$ cat config.mk
export PLATFORM = sky130hd
export DESIGN_NAME = uart_top
export DESIGN_NICKNAME = d
export VERILOG_FILES = /design/src/rtl/uart_top.sv
export SDC_FILE = /design/constraint.sdc
export NUM_CORES = 1
export LEC_CHECK = 0
export CORE_MARGIN = 1.5
export CORE_UTILIZATION = 50
export DETAILED_ROUTE_END_ITERATION = 7
export PLACE_DENSITY = 0.7
export SLEW_MARGIN = 0
export SYNTH_ARGS = -nofsm -noshare
export SYNTH_HDL_FRONTEND = slang
export SYNTH_SLANG_ARGS = --single-unit
export TNS_END_PERCENT = 30
$ cat constraint.sdc
create_clock -name clk -period 5.1 [get_ports clk]
set_input_delay 1.02 -clock clk [delete_from_list [all_inputs] [get_ports clk]]
set_output_delay 1.02 -clock clk [all_outputs]
set_load 0.01 [all_outputs]
$ cat src/rtl/uart_top.sv
// Full-duplex 8-bit UART with parity and one stop bit.
// Single-byte TX/RX buffers with parity, framing and overrun flags.
module uart_top #(
    parameter int unsigned CLKS_PER_BIT = 260,
    parameter bit          PARITY_ODD   = 1'b0
) (
    input  logic       clk,
    input  logic       rst,
    input  logic       write,
    input  logic       read,
    input  logic [7:0] tx_data,
    output logic [7:0] rx_data,
    input  logic       rx,
    output logic       tx,
    output logic       txrdy,
    output logic       rxrdy,
    output logic       parityerr,
    output logic       framingerr,
    output logic       overrun
);

    localparam int unsigned CW = $clog2(CLKS_PER_BIT + 1);
    localparam logic [CW-1:0] BIT_END  = CW'(CLKS_PER_BIT - 1);
    localparam logic [CW-1:0] HALF_END = CW'(CLKS_PER_BIT / 2 - 1);

    typedef enum logic [2:0] {
        S_IDLE,
        S_START,
        S_DATA,
        S_PARITY,
        S_STOP
    } state_e;

    state_e          tx_st_q;
    logic [CW-1:0]   tx_cnt_q;
    logic [2:0]      tx_bit_q;
    logic [7:0]      tx_sh_q;
    logic            tx_par_q;
    logic            tx_q;
    logic            txrdy_q;

    always_ff @(posedge clk or negedge rst) begin
        if (!rst) begin
            tx_st_q  <= S_IDLE;
            tx_cnt_q <= '0;
            tx_bit_q <= '0;
            tx_sh_q  <= '0;
            tx_par_q <= 1'b0;
            tx_q     <= 1'b1;
            txrdy_q  <= 1'b1;
        end else begin
            unique case (tx_st_q)
                S_IDLE: begin
                    if (write) begin
                        tx_sh_q  <= tx_data;
                        tx_par_q <= (^tx_data) ^ PARITY_ODD;
                        tx_cnt_q <= '0;
                        tx_q     <= 1'b0;
                        txrdy_q  <= 1'b0;
                        tx_st_q  <= S_START;
                    end
                end
                S_START: begin
                    if (tx_cnt_q == BIT_END) begin
                        tx_cnt_q <= '0;
                        tx_bit_q <= '0;
                        tx_q     <= tx_sh_q[0];
                        tx_st_q  <= S_DATA;
                    end else begin
                        tx_cnt_q <= tx_cnt_q + 1'b1;
                    end
                end
                S_DATA: begin
                    if (tx_cnt_q == BIT_END) begin
                        tx_cnt_q <= '0;
                        tx_sh_q  <= tx_sh_q >> 1;
                        if (tx_bit_q == 3'd7) begin
                            tx_q    <= tx_par_q;
                            tx_st_q <= S_PARITY;
                        end else begin
                            tx_q     <= tx_sh_q[1];
                            tx_bit_q <= tx_bit_q + 1'b1;
                        end
                    end else begin
                        tx_cnt_q <= tx_cnt_q + 1'b1;
                    end
                end
                S_PARITY: begin
                    if (tx_cnt_q == BIT_END) begin
                        tx_cnt_q <= '0;
                        tx_q     <= 1'b1;
                        tx_st_q  <= S_STOP;
                    end else begin
                        tx_cnt_q <= tx_cnt_q + 1'b1;
                    end
                end
                S_STOP: begin
                    if (tx_cnt_q == BIT_END) begin
                        tx_cnt_q <= '0;
                        txrdy_q  <= 1'b1;
                        tx_st_q  <= S_IDLE;
                    end else begin
                        tx_cnt_q <= tx_cnt_q + 1'b1;
                    end
                end
                default: tx_st_q <= S_IDLE;
            endcase
        end
    end

    assign tx    = tx_q;
    assign txrdy = txrdy_q;

    logic            rx_meta_q;
    logic            rx_sync_q;
    logic            rx_prev_q;
    state_e          rx_st_q;
    logic [CW-1:0]   rx_cnt_q;
    logic [2:0]      rx_bit_q;
    logic [7:0]      rx_sh_q;
    logic            rx_par_q;
    logic [7:0]      rx_data_q;
    logic            rxrdy_q;
    logic            perr_q;
    logic            ferr_q;
    logic            ovr_q;

    // Start detection needs a falling edge, so a low stop bit cannot retrigger.
    always_ff @(posedge clk or negedge rst) begin
        if (!rst) begin
            rx_meta_q <= 1'b1;
            rx_sync_q <= 1'b1;
            rx_prev_q <= 1'b1;
            rx_st_q   <= S_IDLE;
            rx_cnt_q  <= '0;
            rx_bit_q  <= '0;
            rx_sh_q   <= '0;
            rx_par_q  <= 1'b0;
            rx_data_q <= '0;
            rxrdy_q   <= 1'b0;
            perr_q    <= 1'b0;
            ferr_q    <= 1'b0;
            ovr_q     <= 1'b0;
        end else begin
            rx_meta_q <= rx;
            rx_sync_q <= rx_meta_q;
            rx_prev_q <= rx_sync_q;
            if (read && rxrdy_q) begin
                rxrdy_q <= 1'b0;
                perr_q  <= 1'b0;
                ferr_q  <= 1'b0;
                ovr_q   <= 1'b0;
            end
            unique case (rx_st_q)
                S_IDLE: begin
                    if (rx_prev_q && !rx_sync_q) begin
                        rx_cnt_q <= '0;
                        rx_st_q  <= S_START;
                    end
                end
                S_START: begin
                    if (rx_cnt_q == HALF_END) begin
                        rx_cnt_q <= '0;
                        rx_bit_q <= '0;
                        rx_st_q  <= rx_sync_q ? S_IDLE : S_DATA;
                    end else begin
                        rx_cnt_q <= rx_cnt_q + 1'b1;
                    end
                end
                S_DATA: begin
                    if (rx_cnt_q == BIT_END) begin
                        rx_cnt_q <= '0;
                        rx_sh_q  <= {rx_sync_q, rx_sh_q[7:1]};
                        if (rx_bit_q == 3'd7) begin
                            rx_st_q <= S_PARITY;
                        end else begin
                            rx_bit_q <= rx_bit_q + 1'b1;
                        end
                    end else begin
                        rx_cnt_q <= rx_cnt_q + 1'b1;
                    end
                end
                S_PARITY: begin
                    if (rx_cnt_q == BIT_END) begin
                        rx_cnt_q <= '0;
                        rx_par_q <= rx_sync_q;
                        rx_st_q  <= S_STOP;
                    end else begin
                        rx_cnt_q <= rx_cnt_q + 1'b1;
                    end
                end
                S_STOP: begin
                    if (rx_cnt_q == BIT_END) begin
                        rx_cnt_q  <= '0;
                        rx_data_q <= rx_sh_q;
                        rxrdy_q   <= 1'b1;
                        perr_q    <= rx_par_q != ((^rx_sh_q) ^ PARITY_ODD);
                        ferr_q    <= ~rx_sync_q;
                        ovr_q     <= rxrdy_q & ~read;
                        rx_st_q   <= S_IDLE;
                    end else begin
                        rx_cnt_q <= rx_cnt_q + 1'b1;
                    end
                end
                default: rx_st_q <= S_IDLE;
            endcase
        end
    end

    assign rx_data    = rx_data_q;
    assign rxrdy      = rxrdy_q;
    assign parityerr  = perr_q;
    assign framingerr = ferr_q;
    assign overrun    = ovr_q;

endmodule

# == After elaboration in Yosys (flattened, before gate mapping) ==
# Cells that the tools add are included.
# word_totals
input_bits,13
elab_cells,135
out_inout_bits,14
reg_bits,65
# classes
addsub,4
n_eq_ne,28
n_reduce_logical,29
n_bitwise,3
muxes,51
# op_table
operator,n
3-bit 2-to-1 mux,17
9-bit 2-to-1 mux,5
3-bit one-hot mux with 5 select lines,2
2-bit != test (second input constant),14
9-bit one-hot mux with 3 select lines,1
9-bit by 1-bit adder with 9-bit output (second input constant),2
9-bit equality test (second input constant),2
9-bit one-hot mux with 2 select lines,1
1-bit 2-to-1 mux,17
8-bit 2-to-1 mux,2
8-bit one-hot mux with 2 select lines,1
8-bit parity,2
3-bit by 2-bit equality test with 1-bit output (second input constant),4
3-bit equality test (second input constant),4
3-bit one-hot mux with 2 select lines,2
2-bit AND reduction,6
6-bit AND reduction,2
2-bit nonzero test,5
9-bit by 8-bit equality test with 1-bit output (second input constant),1
4-bit AND reduction,2
3-bit by 1-bit adder with 3-bit output (second input constant),2
3-bit by 1-bit equality test with 1-bit output (second input constant),2
3-bit logical NOT,2
3-bit AND reduction,2
13 further kinds,15

# == Logic depth before layout (Yosys ltp) ==
# depth
depth_word,4
ltp_mapped,6
mapped_depth_nobuf,6

# == Least setup slack after synthesis ==
# Ideal clock, no wire load.
# synth_timing
kind,input to register
startpoint,input port write
endpoint,register tx_cnt_q[8]
stages,4
setup_ns,0.078
path_buffers,0
path_slack_ns,3.029
arrival_time_ns,1.993
path_cell_list,or4_1 -> nand4_1 -> or4_1 -> a21oi_1
# synth_via
elab_chain_cells,2
# synth_rtl
element,line_no,text
"start, declared",9,"input logic write,"
2-bit != test (no line),--,
2-bit AND reduction (no line),--,
"end signal, assigned",70,tx_cnt_q <= tx_cnt_q + 1'b1;
"end signal, assigned",85,tx_cnt_q <= tx_cnt_q + 1'b1;
"end signal, assigned",94,tx_cnt_q <= tx_cnt_q + 1'b1;
"end, declared",35,logic [CW-1:0] tx_cnt_q;
# Every way passes these cells.
# A chain may end at the register's enable or synchronous reset.

# == Final worst setup path ==
# Same ends and word-level chain as after synthesis.

==> impl_metrics.yaml <==
route:
  drtPass1Iterations: 7
  routed_wl_um: 6346
  vias: 2510
  wl_per_cell_um: 14.97
  drc_errors: 2
  viasPerCell: 5.920
  ant_nets: 0
  first_iter_violations: 110
floorplan:
  row_count: 29
  start_util_pct: 52.67
  core_region_area_um2: 6459
  die_area_um2: 7308
  pin_count: 27
  die_y_um: 85.49
  die_x_um: 85.49
synth:
  syn_area_per_cell_um2: 10.90
  synth_fa_ha_area_share_pct: 2.869
  synthMuxAreaShare_pct: 13.09
  synth_top_family_by_area: "simple AND/OR/NAND/NOR gates"
  ys_seq_area_share_pct: 48.00
  synth.distinct_cells: 55
  syn_area_um2: 3402
  synth-simple-area-share_pct: 15.92
  ys_ff_latch: 65
  synth_edf_count: 0
  synthFlopType: "dfrtp_1"
  async_flop_share_pct: 100.0
  synth_compound_area_share_pct: 13.28
  ys_warn_count: 0
  syn_nets: 332
  synth_cells: 312
  synthXorXnorAreaFrac_pct: 4.524
placed_design:
  portBuffers: 26
  dp_hpwl_um: 4372
  place_congestion: 0.8057
  preCtsSetupSlack_ns: 2.334
run:
  max-cap-violations: 0
clocking:
  cts.sinks: 65
  cts_buffers: 9
  cts_buffer_depth: 2
  cts_setup_buffers: 0
  htreeDepth: 3
  cts-root-buf: "clkbuf_8"
  cts.clk_slew.worst_paths_ns: 0.08
  cts_tree: "yes"
  cts.repair.resized: 0
  holdBufCountCts: 0
  clk_latency_ns: 0.34
outcome:
  violations: "DRC"
  status: "finished, violations left"
worst_setup_path:
  ff2ff_path_depth: 3
  arrival_ns: 2.70
  critPathLaunch: "write"
  r2r-start: "rx_cnt_q[5]$_DFFE_PN0P_"
  worst_ep_required_time_ns: 5.37
  endpoint_kind: "register"
  cp-endpoint: "tx_cnt_q[8]$_DFFE_PN0P_"
  r2r_slack_ns: 2.83
  crit_type: "input pin to register"
  rr_endpoint: "rx_data[7]$_DFFE_PN0P_"
  startpoint_type: "input pin"
  path_max_fanout: 10
grt:
  grt_max_degree: 40
  grt_pass1_wl_um: 11030
  grt_use_met3_pct: 4.767
  antenna_found_initial: 0
  overflow: 0
  gr-usage-met1_pct: 27.44
  grt_pass1_vias: 2372
  busiest_layer: "met2"
  use_met2_pct: 27.85
  grt.total_usage_pct: 19.14
pwr:
  power.total_mw: 1.464
  peakVddDrop_mv: 0.2036
  p_per_area_nw_per_um2: 370.2
  total_leakage_power_nw: 1.665
timing:
  tightest_slew_ns: 1.199
  maxSlewViolCount: 0
  max_clock_freq_mhz: 410.4
  fin_crit_sh_pct: 47.78
  skew_ns: 0.01158
  setup_tns_ns: 0
  fin_crit_ns: 2.437
  rsz0062_at_grt: "no"
  max_slew_margin_pct: 19.34
  hold_violations: 0
  setup_violations: 0
  layout_setup_ws_ns: 2.663
  whs_ns: 0.3610
finish:
  area_growth_pct: 16.26
  antenna_cells: 0
  nets: 362
  fillers: 537
  final_layout_size_suffix_gt1_share_pct: 19.88
worst_hold_path:
  min_delay_path_depth: 0
  hp-class: "register to register"
==> kinds of logic (layout without fill, tap and decap cells) <==
family | Yosys count | after routing
xor gates and xnor gates | 16 | 16
AOI/OAI and AO/OA | 71 | 71
buffers and inverters | 20 | 55
muxes | 39 | 39
and+or+nand+nor | 93 | 93
adders and majority gates | 8 | 8
DFF | 65 | 65
==> layout by cell type (no fill, tap or decap), types with 4 or more instances in the layout <==
cell	instances
dfrtp_1	60
mux2_2	33
o21ai_0	30
clkdlybuf4s50_1	25
nand2_1	22
nor2_1	16
inv_1	12
xnor2_1	12
a21oi_1	11
clkbuf_8	9
nand3_1	8
ha_1	7
o211ai_1	6
nor4_1	5
nor3_1	5
dfstp_2	5
nand4_1	4
nor2b_1	4
o31ai_1	4
mux2i_1	4
or3_1	4
clkinv_4	4
==> cell usage after synthesis, drive strengths merged, types with 2 or more instances <==
| master | count | area [um^2] |
|---|---|---|
| nor3 | 6 | 41.29 |
| a32oi | 3 | 26.28 |
| inv | 12 | 45.04 |
| nor3b | 3 | 22.52 |
| o211ai | 6 | 45.04 |
| or4 | 3 | 26.27 |
| a31oi | 3 | 25.02 |
| a311oi | 2 | 17.52 |
| ha | 7 | 87.58 |
| o31ai | 4 | 30.03 |
| xnor2 | 12 | 105.1 |
| nand3b | 2 | 15.01 |
| a21oi | 11 | 55.05 |
| xor2 | 3 | 26.28 |
| or3b | 2 | 17.52 |
| and2 | 3 | 18.77 |
| nor4 | 8 | 77.57 |
| dfstp | 5 | 131.4 |
| nand3 | 8 | 40.04 |
| nand2 | 22 | 82.58 |
| buf | 3 | 15.01 |
| mux2 | 34 | 382.9 |
| and3b | 2 | 17.52 |
| mux2i | 4 | 40.04 |
| o21ai | 30 | 150.1 |
| nand4 | 4 | 25.02 |
| nor2b | 4 | 25.02 |
| nor2 | 17 | 66.32 |
| or3 | 4 | 25.02 |
| nand2b | 2 | 12.51 |
| o22ai | 3 | 18.77 |
| clkbuf | 5 | 18.77 |
| dfrtp | 60 | 1501 |
==> final cells by class <==
cell class                 instances  area [um^2]  area share [%]
inverter                          12        45.04           1.139
sequential                        65         1633           41.28
clock buffer                       9        123.9           3.132
tap                               77        96.34           2.436
timing repair buffer              27        262.8           6.643
multi-input combinational        227         1690           42.74
clock inverter                     7        103.9           2.626
==> report_power, final <==
group / total, mW / internal (mW) / switching, mW
Combinational: 0.316 / 0.133 / 0.183
Clock: 0.495 / 0.280 / 0.215
Sequential: 0.654 / 0.578 / 0.0760
==> critical path, stage by stage <==
cell             delay [ns]
clkdlybuf4s50_1        0.53
or4_1                  0.15
nand4_1                0.28
or4_1                  0.58
a21oi_1                0.15
==> layer usage <==
metal  wire [um]  up-vias
met1        3066     1231
li1            -     1217
met5           0        -
met2        2948       60
met3         295        2
met4          36        0
==> how the worst min path moves through the flow <==
stage,start,endpoint,slack [ns]
after floorplan,rx_meta_q$_DFF_PN1_,rx_sync_q$_DFF_PN1_,0.35
after global placement,rx_meta_q$_DFF_PN1_,rx_sync_q$_DFF_PN1_,0.35
after detailed placement,rx_meta_q$_DFF_PN1_,rx_sync_q$_DFF_PN1_,0.35
after CTS,rx_meta_q$_DFF_PN1_,rx_sync_q$_DFF_PN1_,0.36
after global routing,rx_meta_q$_DFF_PN1_,rx_sync_q$_DFF_PN1_,0.37
final,rx_meta_q$_DFF_PN1_,rx_sync_q$_DFF_PN1_,0.36
==> per-stage QoR <==
step / area, um^2 / util (%) / instances
6_report: 3955 / 61.24 / 424
5_1_grt: 3955 / 61.24 / 424
4_1_cts: 3955 / 61.24 / 424
3_5_place_dp: 3727 / 57.71 / 408
3_3_place_gp: 3727 / 57.71 / 408
2_1_floorplan: 3402 / - / 312
==> state kept, by name (all words and copies together) (netlist names) <==
name	count
rx_meta_q	1
rx_data	8
rx_sh_q	8
framingerr	1
rxrdy	1
tx_cnt_q	9
tx_par_q	1
tx_st_q	3
rx_sync_q	1
rx_prev_q	1
overrun	1
rx_st_q	3
tx	1
rx_bit_q	3
tx_bit_q	3
rx_cnt_q	9
txrdy	1
tx_sh_q	8
parityerr	1
rx_par_q	1
Power figures use the tool's default switching activity.
